--- src/rtl/ysyx_22040175_pipe_stage.sv ---
// Elastic pipeline register between two core stages: valid/ready handshake, flush,
// optional two-entry skid buffer, and saturating stall / flush-drop counters.
module ysyx_22040175_pipe_stage #(
  parameter int unsigned DATA_W = 128,
  parameter int unsigned SKID   = 1,
  parameter int unsigned CNT_W  = 32
) (
  input  logic              clk,
  input  logic              rst,
  input  logic              in_valid,
  output logic              in_ready,
  input  logic [DATA_W-1:0] in_data,
  output logic              out_valid,
  input  logic              out_ready,
  output logic [DATA_W-1:0] out_data,
  input  logic              flush,
  input  logic              clr_cnt,
  output logic [CNT_W-1:0]  stall_cnt,
  output logic [CNT_W-1:0]  drop_cnt
);

  localparam bit          UseSkid = (SKID != 0);
  localparam int unsigned SumW    = CNT_W + 1;
  localparam logic [CNT_W-1:0] CntMax = '1;

  logic              main_v_q, main_v_d;
  logic              skid_v_q, skid_v_d;
  logic [DATA_W-1:0] main_data_q, main_data_d;
  logic [DATA_W-1:0] skid_data_q, skid_data_d;
  logic [CNT_W-1:0]  stall_cnt_q, stall_cnt_d;
  logic [CNT_W-1:0]  drop_cnt_q, drop_cnt_d;

  logic              accept;
  logic              retire;
  logic              stall_inc;
  logic [1:0]        drop_inc;
  logic [SumW-1:0]   stall_sum;
  logic [SumW-1:0]   drop_sum;

  // In skid mode in_ready depends only on registered state, never on out_ready.
  always_comb begin
    if (UseSkid) begin
      in_ready = !skid_v_q && !flush && !rst;
    end else begin
      in_ready = (!main_v_q || out_ready) && !flush && !rst;
    end
    out_valid = main_v_q && !flush && !rst;
    out_data  = rst ? '0 : main_data_q;
    accept    = in_valid && in_ready;
    retire    = out_valid && out_ready;
  end

  always_comb begin
    main_v_d    = main_v_q;
    skid_v_d    = skid_v_q;
    main_data_d = main_data_q;
    skid_data_d = skid_data_q;

    if (flush) begin
      // Payload registers keep their contents; only the valids drop.
      main_v_d = 1'b0;
      skid_v_d = 1'b0;
    end else if (UseSkid) begin
      if (retire || !main_v_q) begin
        if (skid_v_q) begin
          main_data_d = skid_data_q;
          main_v_d    = 1'b1;
          skid_v_d    = 1'b0;
        end else if (accept) begin
          main_data_d = in_data;
          main_v_d    = 1'b1;
        end else begin
          main_v_d = 1'b0;
        end
      end else if (accept) begin
        skid_data_d = in_data;
        skid_v_d    = 1'b1;
      end
    end else begin
      if (accept) begin
        main_data_d = in_data;
        main_v_d    = 1'b1;
      end else if (retire) begin
        main_v_d = 1'b0;
      end
    end
  end

  // Saturating counters: the extra sum bit flags an overflow past CntMax.
  always_comb begin
    stall_inc = out_valid && !out_ready;
    drop_inc  = flush ? ({1'b0, main_v_q} + {1'b0, skid_v_q}) : 2'd0;
    stall_sum = {1'b0, stall_cnt_q} + SumW'(stall_inc);
    drop_sum  = {1'b0, drop_cnt_q} + SumW'(drop_inc);

    stall_cnt_d = stall_sum[CNT_W] ? CntMax : stall_sum[CNT_W-1:0];
    drop_cnt_d  = drop_sum[CNT_W] ? CntMax : drop_sum[CNT_W-1:0];
    if (clr_cnt) begin
      stall_cnt_d = '0;
      drop_cnt_d  = '0;
    end
  end

  always_ff @(posedge clk) begin
    if (rst) begin
      main_v_q    <= 1'b0;
      skid_v_q    <= 1'b0;
      main_data_q <= '0;
      skid_data_q <= '0;
      stall_cnt_q <= '0;
      drop_cnt_q  <= '0;
    end else begin
      main_v_q    <= main_v_d;
      skid_v_q    <= skid_v_d;
      main_data_q <= main_data_d;
      skid_data_q <= skid_data_d;
      stall_cnt_q <= stall_cnt_d;
      drop_cnt_q  <= drop_cnt_d;
    end
  end

  assign stall_cnt = stall_cnt_q;
  assign drop_cnt  = drop_cnt_q;

endmodule
--- config.mk ---
export PLATFORM = sky130hd
export DESIGN_NAME = ysyx_22040175_pipe_stage
export DESIGN_NICKNAME = d
export VERILOG_FILES = /design/src/rtl/ysyx_22040175_pipe_stage.sv
export SDC_FILE = /design/constraint.sdc
export NUM_CORES = 1
export LEC_CHECK = 0
export BUFFER_PORTS_ARGS = -buffer_cell sky130_fd_sc_hd__buf_2
export CORE_ASPECT_RATIO = 0.75
export CORE_MARGIN = 1.5
export CORE_UTILIZATION = 40
export CTS_BUF_LIST = sky130_fd_sc_hd__clkbuf_4
export CTS_CLUSTER_DIAMETER = 40
export CTS_CLUSTER_SIZE = 10
export DETAILED_ROUTE_END_ITERATION = 10
export PLACE_DENSITY = 0.69
export SETUP_SLACK_MARGIN = 0.15
export SLEW_MARGIN = 20
export SYNTH_ARGS = -nofsm -noshare
export SYNTH_HDL_FRONTEND = slang
export SYNTH_SLANG_ARGS = --single-unit
--- constraint.sdc ---
create_clock -name clk -period 5.65 [get_ports clk]
set_input_delay 0.8475 -clock clk [delete_from_list [all_inputs] [get_ports clk]]
set_output_delay 0.8475 -clock clk [all_outputs]
set_load 0.005 [all_outputs]
== Word-level counts from Yosys, hierarchy flattened ==
Index checks and enable logic that the tools add are counted.
Word-level totals
  register bits after elaboration: 322
  bits of input ports: 134
  word-level logic and storage cells: 38
Operators by class
  add/subtract/negate cells: 3
  muxes and demuxes: 8
  bitwise operators: 2
  reduce and logical (&&, ||, !) cells: 19
Operators with widths (number)
  2-to-1 mux 128 bit: 3
  2-to-1 mux 32 bit: 2
  adder 32 x 1 -> 33 bit: 1
  adder 32 x 2 -> 33 bit: 1
  logical AND 1 bit: 7
  AND reduction 3 bit: 2
  logical NOT 1 bit: 5
  OR reduction 2 bit: 2
  OR reduction 3 bit: 1
  adder 1 x 1 -> 2 bit: 1
  2-to-1 mux 1 bit: 2
  2-to-1 mux 2 bit: 1
  inverter 1 bit: 2
  nonzero test 2 bit: 1
  logical OR 1 bit: 1

== Logic depth before layout (Yosys ltp) ==
Gate-level depths: netlist of the first run.
  word-level depth: 7
  depth in mapped cells: 13
  gate-level depth less buffers: 10

== Worst setup path before layout of the first run ==
OpenSTA, ideal clock, no wires.
  path kind: input port to flip-flop
  from: input flush
  to: register stall_cnt_q[10], in the netlist stall_cnt[10]
  arrival time: 2.716 ns
  data required time: 5.579 ns
  path slack: 2.863 ns
  stages: 13
  buffers on the path: 3
  path through: nor3b_2 -> nand2b_1 -> inv_1 -> ha_1 -> ha_1 -> and2_1 -> and4_1 -> buf_6 -> and2_1 -> buf_6 -> nand2_4 -> buf_6 -> a21oi_2
Between the ends
  word-level cells in the longest chain between the ends: 6
RTL lines
  start, declared: RTL line 16  | input logic flush,
  logical NOT 1 bit: RTL line 47  | out_valid = main_v_q && !flush && !rst;
  logical AND 1 bit (2 in series): RTL line 47
  logical AND 1 bit: RTL line 91  | stall_inc = out_valid && !out_ready;
  adder 32 x 1 -> 33 bit: RTL line 93  | stall_sum = {1'b0, stall_cnt_q} + SumW'(stall_inc);
  2-to-1 mux 32 bit: RTL line 96  | stall_cnt_d = stall_sum[CNT_W] ? CntMax : stall_sum[CNT_W-1:0];
  end signal, assigned: RTL line 117  | stall_cnt_q <= stall_cnt_d;
  end, declared: RTL line 30  | logic [CNT_W-1:0] stall_cnt_q, stall_cnt_d;
No other way between the ends.
A chain may end at the register's enable or synchronous reset.

== Worst setup path in the final report of the first run ==
  from: register skid_v_q
  to: register drop_cnt_q[29], in the netlist drop_cnt[29]
Between the ends
  word-level cells in the longest chain between the ends: 4
RTL lines
  start, declared: RTL line 27  | logic skid_v_q, skid_v_d;
  start signal, assigned: RTL line 114  | skid_v_q <= skid_v_d;
  adder 1 x 1 -> 2 bit: RTL line 92  | drop_inc = flush ? ({1'b0, main_v_q} + {1'b0, skid_v_q}) : 2'd0;
  2-to-1 mux 2 bit: RTL line 92
  adder 32 x 2 -> 33 bit: RTL line 94  | drop_sum = {1'b0, drop_cnt_q} + SumW'(drop_inc);
  2-to-1 mux 32 bit: RTL line 97  | drop_cnt_d = drop_sum[CNT_W] ? CntMax : drop_sum[CNT_W-1:0];
  end signal, assigned: RTL line 118  | drop_cnt_q <= drop_cnt_d;
  end, declared: RTL line 31  | logic [CNT_W-1:0] drop_cnt_q, drop_cnt_d;
No other way between the ends.

==> flow_metrics.env, run 1 <==
export IMPL_postCtsResizedCells=0
export IMPL_clkLatencyLatePin_ps=690
export IMPL_synth_top_cell_by_area="dfxtp_1"
export IMPL_cp_max_fo=46
export IMPL_cts_reportedPaths_clkPinSlew_ps=110
export IMPL_fin_util=0.475
export IMPL_layout_nets=2022
export IMPL_antenna_found_initial=5
export IMPL_report_final_slew_viol_count=0
export IMPL_synthDistinctLibCells=48
export IMPL_clock_skew_ps=34.3
export IMPL_max_freq_mhz=303
export IMPL_clkSinkCount=322
export IMPL_vias=12100
export IMPL_final_common_cell="buf_2"
export IMPL_slowest_stage="dfxtp_4"
export IMPL_drive_gt1_frac=0.231
export IMPL_ys_ff_latch=322
export IMPL_area_growth_pct=17.0
export IMPL_io_buffers=327
export IMPL_wl_per_cell_um=15.5
export IMPL_start_kind="register"
export IMPL_leakage_nw=6.16
export IMPL_finalInstanceArea_um2=16500
export IMPL_power_mw=4.15
export IMPL_synth_avg_cell_area_um2=8.64
export IMPL_grt_pass1_wl_mm=56.6
export IMPL_grt_usage=0.193
export IMPL_die_w_um=220
export IMPL_status="complete, no violations"
export IMPL_cts_tree="built"
export IMPL_root_buffer="clkbuf_4"
export IMPL_hold_ws_ps=371
export IMPL_first_iter_violations=717
export IMPL_synth_area_um2=14100
export IMPL_slew_headroom=0.391
export IMPL_drc=0
export IMPL_die_area_um2=36300
export IMPL_yosysSeqAreaShare=0.458
export IMPL_synthArstFlopShare=0
export IMPL_clk_path_buf_depth=3
export IMPL_crit_top_cell="ha_1"
export IMPL_fin_setup_tns_ps=0
export IMPL_post_dp_cell_area_um2=15800
export IMPL_design_portCount=328
export IMPL_synthesis_nets=1770
export IMPL_core_um2=34700
export IMPL_finalWirelength_mm=36.7
export IMPL_path_cells="ha_1, and2_1, ha_1, inv_1, fa_1, and4b_1, and3_1, and3b_2, nand2_4, a21oi_1"
export IMPL_arrival_ps=3910
export IMPL_setup_viol=0
export IMPL_hold_buffers=0
export IMPL_min_period_ps=3300
export IMPL_tightest_slew_ps=914
export IMPL_ir_worst_vdd_uv=182
export IMPL_dr_pass1_iters=5
export IMPL_post_cts_buffers=0
export IMPL_power_density_nw_per_um2=252
export IMPL_critical_path_class="reg -> reg"
export IMPL_endpoint_kind="register"
export IMPL_grt_max_degree=257
export IMPL_start_util=0.406
export IMPL_post_dp_hpwl_mm=23.4
export IMPL_viasPerCell=5.10
export IMPL_numCtsBuffers=45
export IMPL_synthTopCellsByArea="dfxtp_1 46%, mux2i_1 9.3%, nand2_1 7.4%"
export IMPL_ant_nets=0
export IMPL_min_delay_path_class="in -> reg"
export IMPL_synth_ff_type="dfxtp_1"
export IMPL_gp_congestion=0.887
export IMPL_synth_edf_count=0
export IMPL_period_share=0.584
export IMPL_die_h_um=165
export IMPL_required_ps=6260
export IMPL_crit_path_max_incr_delay_ps=900
export IMPL_fp_row_count=59
export IMPL_maxCapViolCount=0
export IMPL_overflow=0
export IMPL_rsz0062_at_grt="no"
export IMPL_final_cell_mix="326 x buf_2, 321 x dfxtp_1, 278 x nand2_1"
export IMPL_synth_top_area_frac=0.458
export IMPL_finalHoldViolCount=0
export IMPL_syn_inst=1630
export IMPL_yosysWarnings=0
export IMPL_first_global_vias=10700
export IMPL_htreeDepth=2
## metrics by stage
step                instances  setup slack, ps
finish                   2368             2350
global route             2366             2110
CTS                      2364             2340
detailed placement       2291             2130
global placement         2291             2180
floorplan                1630             2860
## cell usage after synthesis (2+ instances only)
master	number
a211oi_1	135
a21o_1	2
a21oi_1	163
a21oi_2	20
a31oi_1	4
and2_1	5
and3_1	9
and4_1	5
and4b_1	3
buf_1	12
buf_2	45
buf_4	2
buf_6	5
clkbuf_1	67
dfxtp_1	322
ha_1	5
inv_1	13
mux2i_1	131
nand2_1	278
nand2_4	2
nand2b_1	3
nand3_1	20
nand4_1	12
nand4_4	2
nor2_1	148
nor2b_1	129
nor3_1	10
nor3_4	2
nor3b_2	2
nor4_1	8
nor4_2	2
o21ai_0	2
xnor2_1	29
xor2_1	19
## area by class of cell
| type | count | area, um2 |
|---|---|---|
| inverters | 14 | 52.6 |
| well taps | 457 | 572 |
| diodes | 3 | 7.51 |
| repair buffers | 337 | 1790 |
| clock inverters | 21 | 219 |
| fillers | 3329 | 18200 |
| multi-input cells | 1162 | 6990 |
| flip-flops and latches | 322 | 6450 |
| clock buffers | 52 | 390 |
## per-layer routing
metal / routed length [um] / vias up / global-route usage
li1: - / 6077 / -
met1: 17200 / 5623 / 0.267
met2: 16300 / 298 / 0.293
met3: 2160 / 78 / 0.0429
met4: 1010 / 6 / 0.0693
met5: 34 / - / 0
## sequential cells by signal, summed over array words and instances, names as in the netlist
name,flops
main_data_q,128
skid_data_q,128
drop_cnt,32
stall_cnt,32
main_v_q,1
skid_v_q,1
## kinds of logic (layout without fill, tap and decap cells)
kind of cell,after synthesis,count (layout),share of synthesized area
adder cells (fa/ha/maj),6,6,0.00587
flip-flops,322,322,0.458
multiplexers,131,131,0.0931
XOR/XNOR,48,48,0.0299
other,0,3,0
AO/OA/AOI/OAI,328,328,0.147
AND/OR/NAND/NOR,649,649,0.220
buffers and inverters,146,424,0.0462
## path summary, 6_finish.rpt
| kind | from | endpoint | slack, ps | depth (start not counted) |
|---|---|---|---|---|
| max | skid_v_q | drop_cnt[29] | 2350 | 10 |
| min | in_data[77] | skid_data_q[77] | 370 | 3 |
| min reg2reg | skid_data_q[85] | skid_data_q[85] | 460 | 2 |
| max reg2reg | skid_v_q | drop_cnt[29] | 2350 | 10 |
## worst max-delay path: cells and delay by family (launching register included)
family,cells,cell delay [ps]
AO/OA/AOI/OAI,1,200
adder cells (fa/ha/maj),3,810
buffers and inverters,1,60
flip-flops,1,900
AND/OR/NAND/NOR,5,1230
## power breakdown
group / switching (mW) / internal [mW] / leakage [nW] / total (mW)
combinational: 0.177 / 0.135 / 3.20 / 0.312
clock: 0.847 / 0.638 / 0.343 / 1.48
sequential: 0.0292 / 2.32 / 2.61 / 2.35
total: 1.05 / 3.09 / 6.16 / 4.15
No activity file was read; power rests on OpenSTA's default activity.
==> run 2: changes to the inputs <==
- PLACE_DENSITY: 0.69 -> 0.72
- clock period: 5.65 -> 3 ns (I/O delays scaled with it)
==> run 2 against run 1 <==
Effect of this change: design area rose by 8.6%; setup slack worse by 2100 ps; combinational power grew 140%.
==> flow_metrics.env, run 2 (synthesis results as in run 1) <==
export IMPL_area_growth_pct=27.2
export IMPL_leakage_nw=6.71
export IMPL_gp_congestion=0.919
export IMPL_tightest_slew_ps=1100
export IMPL_critical_path_class="in -> reg"
export IMPL_wl_per_cell_um=15.6
export IMPL_start_kind="input port"
export IMPL_post_dp_hpwl_mm=24.0
export IMPL_overflow=0
export IMPL_grt_max_degree=141
export IMPL_final_common_cell="buf_2"
export IMPL_root_buffer="clkbuf_4"
export IMPL_ff_latch_area_um2=6450
export IMPL_finalInstanceArea_um2=17900
export IMPL_place_ws_ps=28.7
export IMPL_htreeDepth=2
export IMPL_vias=12700
export IMPL_arrival_ps=3350
export IMPL_path_cells="dlygate4sd3_1, buf_2, nor3b_2, nand2b_1, inv_1, ha_1, ha_2, and2_1, and4_1, buf_4, nand3_1, or3_1, a31oi_1"
export IMPL_slew_headroom=0.270
export IMPL_fin_cells=2503
export IMPL_crit_path_max_incr_delay_ps=530
export IMPL_slowest_stage="dlygate4sd3_1"
export IMPL_start_util=0.406
export IMPL_first_iter_violations=930
export IMPL_power_mw=7.97
export IMPL_design_portCount=328
export IMPL_final_cell_mix="326 x buf_2, 321 x dfxtp_1, 278 x nand2_1"
export IMPL_viasPerCell=5.09
export IMPL_endpoint_kind="register"
export IMPL_maxCapViolCount=0
export IMPL_place_inst=2298
export IMPL_setup_slack_ps=235
export IMPL_max_freq_mhz=362
export IMPL_min_period_ps=2760
export IMPL_clkSinkCount=322
export IMPL_period_share=0.922
export IMPL_layout_nets=2159
export IMPL_ir_worst_vdd_uv=371
export IMPL_post_dp_cell_area_um2=16000
export IMPL_drc=0
export IMPL_finalWirelength_mm=39.0
export IMPL_grt_usage=0.204
export IMPL_status="complete, no violations"
export IMPL_fin_util=0.516
export IMPL_rsz0062_at_grt="no"
export IMPL_drive_gt1_frac=0.222
export IMPL_cts_reportedPaths_clkPinSlew_ps=100
export IMPL_nFillCells=3168
export IMPL_setup_viol=0
export IMPL_die_w_um=220
export IMPL_fp_row_count=59
export IMPL_io_buffers=327
export IMPL_power_density_nw_per_um2=445
export IMPL_multiInputGateArea_um2=7020
export IMPL_core_um2=34700
export IMPL_antenna_found_initial=2
export IMPL_report_final_slew_viol_count=0
export IMPL_grt_pass1_wl_mm=60.9
export IMPL_fin_setup_tns_ps=0
export IMPL_clock_skew_ps=38.7
export IMPL_die_h_um=165
export IMPL_die_area_um2=36300
export IMPL_clk_path_buf_depth=3
export IMPL_largestRegisters="main_data_q x128, skid_data_q x128"
export IMPL_required_ps=3590
export IMPL_dr_pass1_iters=5
export IMPL_ant_nets=0
export IMPL_cp_max_fo=6
export IMPL_first_global_vias=12200
export IMPL_hold_ws_ps=138
export IMPL_cts_tree="built"
export IMPL_post_cts_buffers=0
export IMPL_clkLatencyLatePin_ps=690
export IMPL_min_delay_path_class="in -> reg"
export IMPL_numCtsBuffers=45
export IMPL_finalHoldViolCount=0
==> run 2: cell count changes in the layout (fill, tap and decap cells not counted), moves of 2 or more <==
cell / before / now
clkinv_1: 8 / 3
clkinv_4: 3 / 0
dlygate4sd3_1: 0 / 131
clkinv_2: 1 / 5
nand2_4: 2 / 0
nand2_8: 0 / 2
buf_12: 4 / 10
clkinvlp_4: 1 / 4
==> run 2: path summary, 6_finish.rpt <==
kind	start	end	slack (ps)	depth (start not counted)
setup reg to reg	skid_v_q	drop_cnt[9]	320	10
hold reg to reg	skid_data_q[65]	skid_data_q[65]	460	2
hold / removal	rst	skid_v_q	140	4
setup / recovery	flush	stall_cnt[26]	240	13
==> run 2: final cells by class <==
cell class,instances,share of cell area
Multi-Input combinational cell,1162,0.392
Sequential cell,322,0.360
Timing Repair Buffer,474,0.179
Tap cell,457,0.0319
Clock buffer,52,0.0218
Clock inverter,20,0.0118
Inverter,14,0.00294
Antenna cell,2,0.000280
==> run 2: report_power, final <==
| group | switching [mW] | leakage (nW) | internal, mW | total [mW] |
|---|---|---|---|---|
| Combinational | 0.380 | 3.77 | 0.372 | 0.751 |
| Clock | 1.60 | 0.338 | 1.20 | 2.80 |
| Sequential | 0.0469 | 2.61 | 4.37 | 4.42 |
==> run 2: per-layer routing <==
| metal | global-route usage | up-vias | part of all wire |
|---|---|---|---|
| met1 | 0.261 | 5968 | 0.45 |
| met4 | 0.0770 | 0 | 0.026 |
| met3 | 0.0454 | 78 | 0.057 |
| met2 | 0.337 | 344 | 0.47 |
| met5 | 0 | - | 0 |
| li1 | - | 6349 | - |
==> run 2: what timing repair did <==
| action | 4_1_cts | 5_1_grt |
|---|---|---|
| endpoints found under the setup margin | 0 | 39 |
| gates resized for setup | 0 | 5 |
| hold buffers | 131 | 0 |
| hold endpoints to repair | 136 | 0 |
==> run 2: worst max-delay path: cells and delay by family <==
kind / cells / cell delay (ps)
and+or+nand+nor: 6 / 1260
AOI/OAI and AO/OA: 1 / 160
adders and majority gates: 2 / 500
buffers and inverters: 4 / 970
==> run 3: changes to the inputs <==
- CELL_PAD_IN_SITES_DETAIL_PLACEMENT: unset -> 1
- CELL_PAD_IN_SITES_GLOBAL_PLACEMENT: unset -> 1
- CORE_MARGIN: 1.5 -> unset
- CORE_UTILIZATION: 40 -> 37
- MAX_ROUTING_LAYER: unset -> met4
- PLACE_DENSITY: 0.72 -> 0.85
==> run 3 against run 2 <==
Effect of this change: non-clock buffer count up 2; clock-buffer cell count up 1; critical path depth unchanged; clock power down 6%; combinational power up 6.0%; via count up 4.9%; critical path type unchanged; final cell count up 2.1%; utilization down 3.4 points; sequential share of layout area down 0.090 points; design area up 0.25%.
==> flow_metrics.env, run 3 (synthesis results as in run 1) <==
export IMPL_status="complete, no violations"
export IMPL_maxCapViolCount=0
export IMPL_rr_endpoint="stall_cnt[26]"
export IMPL_leakage_nw=6.72
export IMPL_numCtsBuffers=45
export IMPL_path_depth=13
export IMPL_fin_setup_tns_ps=0
export IMPL_die_h_um=171
export IMPL_power_mw=7.85
export IMPL_htreeDepth=2
export IMPL_post_cts_buffers=0
export IMPL_cts_reportedPaths_clkPinSlew_ps=110
export IMPL_worstHoldStart="out_ready"
export IMPL_slew_headroom=0.290
export IMPL_cts_tree="built"
export IMPL_start_util=0.378
export IMPL_design_portCount=328
export IMPL_start_kind="input port"
export IMPL_wl_per_cell_um=18.8
export IMPL_drive_gt1_frac=0.221
export IMPL_holdPathStages=3
export IMPL_setup_viol=0
export IMPL_cp_num_buf_inv=4
export IMPL_root_buffer="clkbuf_4"
export IMPL_tightest_slew_ps=1060
export IMPL_r2r_start="main_v_q"
export IMPL_gp_congestion=0.871
export IMPL_arrival_ps=3470
export IMPL_io_buffers=327
export IMPL_nFillCells=4448
export IMPL_critical_path_class="in -> reg"
export IMPL_ant_nets=0
export IMPL_reg2reg_slack_ps=280
export IMPL_slowest_stage="dlygate4sd3_1"
export IMPL_place_ws_ps=59.2
export IMPL_grt_usage=0.245
export IMPL_antenna_found_initial=1
export IMPL_ff_latch_area_um2=6450
export IMPL_power_density_nw_per_um2=437
export IMPL_required_ps=3660
export IMPL_drc=0
export IMPL_crit_top_cell="ha_2"
export IMPL_viasPerCell=5.23
export IMPL_hold_ws_ps=94.2
export IMPL_post_dp_hpwl_mm=27.8
export IMPL_cp_top_family="simple AND/OR/NAND/NOR gates"
export IMPL_holdPathEnd="main_v_q"
export IMPL_period_share=0.937
export IMPL_setup_slack_ps=190
export IMPL_clkLatencyLatePin_ps=720
export IMPL_cp_max_fo=6
export IMPL_multiInputGateArea_um2=7010
export IMPL_endpoint_kind="register"
export IMPL_fp_row_count=61
export IMPL_largestRegisters="main_data_q x128, skid_data_q x128"
export IMPL_clock_skew_ps=70.2
export IMPL_grt_pass1_wl_mm=74.2
export IMPL_finalHoldViolCount=0
export IMPL_clkSinkCount=322
export IMPL_grt_max_degree=194
export IMPL_path_cells="dlygate4sd3_1, buf_2, nor3b_2, nand2b_1, inv_1, ha_2, ha_2, and2_1, and4_1, buf_4, nand3_1, or3_1, a31oi_1"
export IMPL_die_w_um=227
export IMPL_layout_nets=2161
export IMPL_overflow=0
export IMPL_clk_path_buf_depth=3
export IMPL_vias=13400
export IMPL_dr_pass1_iters=4
export IMPL_crit_path_max_incr_delay_ps=540
export IMPL_report_final_slew_viol_count=0
export IMPL_first_iter_violations=722
export IMPL_area_growth_pct=27.5
export IMPL_min_period_ps=2810
export IMPL_rsz0062_at_grt="no"
export IMPL_min_delay_path_class="in -> reg"
export IMPL_core_um2=37200
export IMPL_reg2regPathDepth=11
export IMPL_die_area_um2=38800
export IMPL_final_common_cell="buf_2"
export IMPL_first_global_vias=13900
export IMPL_final_cell_mix="326 x buf_2, 321 x dfxtp_1, 278 x nand2_1"
export IMPL_ir_worst_vdd_uv=293
export IMPL_max_freq_mhz=356
export IMPL_finalWirelength_mm=48.0
-- run 3: layout make-up --
class | count | area share
diodes | 2 | 0.000279
clock buffers | 53 | 0.0222
clock inverters | 22 | 0.00781
inverters | 14 | 0.00293
multi-input cells | 1162 | 0.391
flip-flops and latches | 322 | 0.359
well taps | 504 | 0.0351
repair buffers | 476 | 0.182
-- run 3: how the worst max path moves through the flow --
stage | start | end | slack [ps]
6_report | flush | stall_cnt[26] | 190
5_1_grt | main_v_q | stall_cnt[26] | 140
4_1_cts | main_v_q | stall_cnt[16] | 290
3_5_place_dp | flush | stall_cnt[4] | 60
3_3_place_gp | flush | stall_cnt[26] | 190
2_1_floorplan | main_v_q | drop_cnt[27] | 530
-- run 3: timing repair --
item                                    in CTS  in global routing
hold buffers                               130                  0
resized for setup                            0                  5
endpoints found under the hold margin      150                  0
endpoints found under the setup margin       0                 28
-- run 3: power breakdown --
group,internal (mW),switching (mW)
Combinational,0.378,0.418
Clock,0.954,1.67
Sequential,4.37,0.0540
-- run 3: through the flow --
step           utilization  std cells  cell area [um2]
2_1_floorplan            -       1630            14100
3_3_place_gp         0.432       2348            16100
3_5_place_dp         0.432       2348            16100
6_report             0.482       2555            17900
4_1_cts              0.481       2553            17900
5_1_grt              0.482       2554            17900
-- run 3: layer usage --
layer  track usage  part of all wire  vias up
li1              -                 -     6349
met1         0.284              0.43     6581
met2         0.417              0.50      315
met5             -                 0        -
met4        0.0855             0.028        0
met3        0.0512             0.047      114
-- run 3: worst reg2reg max path: cells and delay by family, from the launching register on --
| kind | cells | cell delay [ps] |
|---|---|---|
| AOI/OAI and AO/OA | 1 | 160 |
| adders and majority gates | 2 | 510 |
| buffers and inverters | 2 | 290 |
| DFF | 1 | 400 |
| and+or+nand+nor | 6 | 1330 |
